## src/rtl/body_mem_loader.sv

```systemverilog
// Body RAM front-end writer: streams N records into the RAM write port from BASE_ADDR,
// then pulses sim_start to the core, waits for sim_done and reports completion.
//
// state   | meaning
// --------+-----------------------------------------------------------
// S_IDLE  | waiting for load_go
// S_LOAD  | accepting records, one RAM write per handshake
// S_FLUSH | last write is on the RAM port, no more records accepted
// S_KICK  | sim_start high for this cycle
// S_WAIT  | waiting for sim_done from the core
// S_FIN   | load_done high for this cycle, then back to idle
module body_mem_loader #(
    parameter int N         = 2,
    parameter int BASE_ADDR = 0,
    parameter int AW        = 15,
    parameter int DW        = 80
) (
    input  logic          clk,
    input  logic          reset,
    input  logic          load_go,
    input  logic [DW-1:0] in_data,
    input  logic          in_valid,
    output logic          in_ready,
    output logic [DW-1:0] wr_data,
    output logic [AW-1:0] wr_addr,
    output logic          wr_en,
    output logic          sim_start,
    input  logic          sim_done,
    output logic          busy,
    output logic          load_done,
    output logic [AW:0]   loaded_count
);

    typedef enum logic [2:0] {
        S_IDLE,
        S_LOAD,
        S_FLUSH,
        S_KICK,
        S_WAIT,
        S_FIN
    } state_t;

    localparam logic [AW:0]   LAST = (AW+1)'(N - 1);
    localparam logic [AW-1:0] BASE = AW'(BASE_ADDR);

    state_t state;

    // loaded_count doubles as the record index; the address add wraps silently.
    always_ff @(posedge clk) begin
        if (reset) begin
            state        <= S_IDLE;
            in_ready     <= 1'b0;
            wr_data      <= '0;
            wr_addr      <= '0;
            wr_en        <= 1'b0;
            sim_start    <= 1'b0;
            busy         <= 1'b0;
            load_done    <= 1'b0;
            loaded_count <= '0;
        end else begin
            wr_en     <= 1'b0;
            sim_start <= 1'b0;
            load_done <= 1'b0;
            case (state)
                S_IDLE: begin
                    if (load_go) begin
                        state        <= S_LOAD;
                        in_ready     <= 1'b1;
                        busy         <= 1'b1;
                        loaded_count <= '0;
                    end
                end
                S_LOAD: begin
                    if (in_valid && in_ready) begin
                        wr_en        <= 1'b1;
                        wr_data      <= in_data;
                        wr_addr      <= BASE + loaded_count[AW-1:0];
                        loaded_count <= loaded_count + 1'b1;
                        if (loaded_count == LAST) begin
                            state    <= S_FLUSH;
                            in_ready <= 1'b0;
                        end
                    end
                end
                S_FLUSH: begin
                    state     <= S_KICK;
                    sim_start <= 1'b1;
                end
                S_KICK: begin
                    state <= S_WAIT;
                end
                S_WAIT: begin
                    if (sim_done) begin
                        state     <= S_FIN;
                        load_done <= 1'b1;
                    end
                end
                S_FIN: begin
                    state <= S_IDLE;
                    busy  <= 1'b0;
                end
                default: begin
                    state    <= S_IDLE;
                    in_ready <= 1'b0;
                    busy     <= 1'b0;
                end
            endcase
        end
    end

endmodule

```

## config.mk

```make
export PLATFORM = sky130hd
export DESIGN_NAME = body_mem_loader
export DESIGN_NICKNAME = d
export VERILOG_FILES = /design/src/rtl/body_mem_loader.sv
export SDC_FILE = /design/constraint.sdc
export NUM_CORES = 1
export LEC_CHECK = 0
export ABC_AREA = 1
export CAP_MARGIN = 20
export CORE_ASPECT_RATIO = 1.4
export CORE_MARGIN = 4
export CORE_UTILIZATION = 46
export CTS_BUF_LIST = sky130_fd_sc_hd__clkbuf_8
export DETAILED_ROUTE_END_ITERATION = 16
export PLACE_DENSITY = 0.93
export SLEW_MARGIN = 0
export SYNTH_ARGS = -nofsm -noshare
export SYNTH_HDL_FRONTEND = slang
export SYNTH_SLANG_ARGS = --single-unit
export TNS_END_PERCENT = 10
```

## constraint.sdc

```tcl
create_clock -name clk -period 4.45 [get_ports clk]
set_input_delay 1.335 -clock clk [delete_from_list [all_inputs] [get_ports clk]]
set_output_delay 1.335 -clock clk [all_outputs]
set_load 0.01 [all_outputs]
```

==> flow_metrics.env <==
export IMPL_status="completed"
export IMPL_yosys_most_used_dff="dfxtp_1"
export IMPL_start_kind="flop"
export IMPL_cts_hold_buf=0
export IMPL_crit_path_max_incr_delay_ps=590
export IMPL_r2r_setup_slack_ps=2580
export IMPL_syn_cell_area_sq_um=4450
export IMPL_grt_pass1_vias=4830
export IMPL_startpoint="loaded_count[3]"
export IMPL_multi_input_area_sq_um=1820
export IMPL_p_leak_nw=2.89
export IMPL_synthTopCellsByArea="dfxtp_1 54%, nor2_1 17%, o21ai_0 9.1%"
export IMPL_path_depth=1
export IMPL_syn_inst=591
export IMPL_clk_latency_ps=430
export IMPL_rsz0062_at_grt="no"
export IMPL_grt_pass1_wl_um=23400
export IMPL_timing_rr_end="loaded_count[12]"
export IMPL_cp_end_kind="primary output"
export IMPL_fp_dieH_um=124
export IMPL_critPathCapture="loaded_count[3]"
export IMPL_synthArstFlopShare=0
export IMPL_power_density_nw_per_um2=358
export IMPL_synth_area_per_cell_sq_um=7.53
export IMPL_ctsResizeCount=0
export IMPL_yosysUniqueCellTypes=26
export IMPL_area_delta_synth_final_pct=54.9
export IMPL_crit_type="reg -> out"
export IMPL_nets=871
export IMPL_max_cap_violations=0
export IMPL_vias=4771
export IMPL_ir_worst_vdd_uv=256
export IMPL_reg2regPathDepth=10
export IMPL_period_share=0.634
export IMPL_fmax_mhz=354
export IMPL_cts_clk_slew_worst_paths_ps=70
export IMPL_postCtsSetupRepairBufs=0
export IMPL_synth_warnings=0
export IMPL_synth_seq_area_share=0.535
export IMPL_io_buffer_count=200
export IMPL_synth_common_cells="204 x nor2_1, 119 x dfxtp_1, 81 x o21ai_0"
export IMPL_critical_path_required_ps=3120
export IMPL_first_iter_violations=349
export IMPL_worstPathCellList="clkdlybuf4s50_1"
export IMPL_period_needed_ps=2820
export IMPL_grt_max_degree=57
export IMPL_synth_top_area_cell="dfxtp_1"
export IMPL_finalHoldViolCount=0
export IMPL_drtPass1Iterations=7
export IMPL_r2r_start="state[2]"
export IMPL_drive_above_1_share=0.0590
export IMPL_ys_seq_elements=119
export IMPL_worst_pin_slew_ps=527
export IMPL_antenna_found_initial=0
export IMPL_holdWs_ps=496
export IMPL_cts_made_buffers=17
export IMPL_die_area_sq_um=11300
export IMPL_finClkSkew_ps=11.6
export IMPL_finalSetupViolCount=0
export IMPL_critPathTopFamily="buffers and inverters"
export IMPL_fp_dieW_um=91.1
export IMPL_synth_enable_flop_cells=0
export IMPL_cts_sinks=119
export IMPL_post_route_drc_count=0
export IMPL_tritoncts="built"
export IMPL_critPathBufInv=1
export IMPL_clock_root_buffer="clkbuf_8"
export IMPL_cts_htree_levels=4
export IMPL_synth_top_area_frac=0.535
export IMPL_grt_ovfl_total=0
export IMPL_critPathSlowestCell="clkdlybuf4s50_1"
export IMPL_place_hpwl_um=10300
export IMPL_finalWeightedCongestion=0.867
export IMPL_nFillCells=665
export IMPL_wire_per_inst_um=16.2
export IMPL_crit_arrival_ps=1490
export IMPL_syn_num_nets=678
export IMPL_io_pins=201
export IMPL_ant_nets=0
export IMPL_worstPathMaxFanout=7
export IMPL_finalWirelength_um=14700
export IMPL_total_power_mw=2.47
export IMPL_diodes=0
export IMPL_maxSlewHeadroom=0.649
export IMPL_start_util=0.471
export IMPL_grt_total_usage=0.257
export IMPL_rows=42
export IMPL_core_area_sq_um=9460
export IMPL_clockBufferDepth=2
export IMPL_tns_ps=0
export IMPL_via_per_inst=5.27
export IMPL_final_seq_area_sq_um=2380
export IMPL_hold_path_class="reg -> reg"
export IMPL_drv_slew=0
export IMPL_synth_most_common_cell="nor2_1"
-- logic make-up after synthesis --
group                    synth area share
AO/OA/AOI/OAI                       0.150
buffers and inverters              0.0596
AND/OR/NAND/NOR                     0.248
flip-flops                          0.535
XOR/XNOR                          0.00197
adder cells (fa/ha/maj)           0.00562
-- worst min-delay path by stage --
stage                     depth (start not counted)    to  from
after detailed placement                          2  busy  busy
after floorplan                                   2  busy  busy
final                                             2  busy  busy
after CTS                                         2  busy  busy
after global routing                              2  busy  busy
after global placement                            2  busy  busy
-- placed cells by master (no fill, tap or decap), drive strengths merged, types with 3 or more instances in the layout --
cell type and count:
clkbuf 19, nand3 6, clkinv 4, nand2 54
nor2 206, nor3 6, dfxtp 119, a21oi 21
nand4 4, bufinv 3, buf 6, clkdlybuf4s50 200
inv 30, o21ai 108
-- tightest hold or removal path: cells and delay by family (launching register included) --
| kind | cells | cell delay (ps) |
|---|---|---|
| flops | 1 | 320 |
| compound gates | 2 | 130 |
-- state kept, by name (all words and copies together) (netlist names) --
name	flops
wr_addr	15
load_done	1
busy	1
wr_en	1
loaded_count	16
state	3
sim_start	1
wr_data	80
in_ready	1
-- metrics by stage --
step | std cells | worst slack (ps) | cell area (sq um) | util
4_1_cts | 906 | 1620 | 6900 | 0.729
5_1_grt | 906 | 1510 | 6900 | 0.729
3_3_place_gp | 875 | 1330 | 6500 | 0.687
2_1_floorplan | 591 | 2140 | 4450 | -
6_report | 906 | 1630 | 6900 | 0.729
3_5_place_dp | 875 | 1240 | 6500 | 0.687
-- final cells by class --
class | count | share of cell area
Sequential cell | 119 | 0.345
Timing Repair Buffer | 206 | 0.299
Multi-Input combinational cell | 413 | 0.264
Clock buffer | 19 | 0.0379
Tap cell | 110 | 0.0200
Clock inverter | 12 | 0.0198
Inverter | 27 | 0.0147
-- per-layer routing --
layer / up-vias / share of wire / GRT usage / wire length [um]
met5: - / 0 / 0 / 0
met2: 208 / 0.53 / 0.472 / 7800
met4: 0 / 0.053 / 0.153 / 775
met3: 58 / 0.067 / 0.0810 / 982
met1: 2224 / 0.35 / 0.245 / 5110
li1: 2281 / - / - / -
-- power breakdown --
| group | internal [mW] | switching (mW) | leakage [nW] |
|---|---|---|---|
| Combinational | 0.176 | 0.161 | 1.71 |
| Sequential | 1.11 | 0.0299 | 0.963 |
| Clock | 0.570 | 0.416 | 0.211 |
| Total | 1.86 | 0.608 | 2.89 |
(Power assumes the default switching activity.)
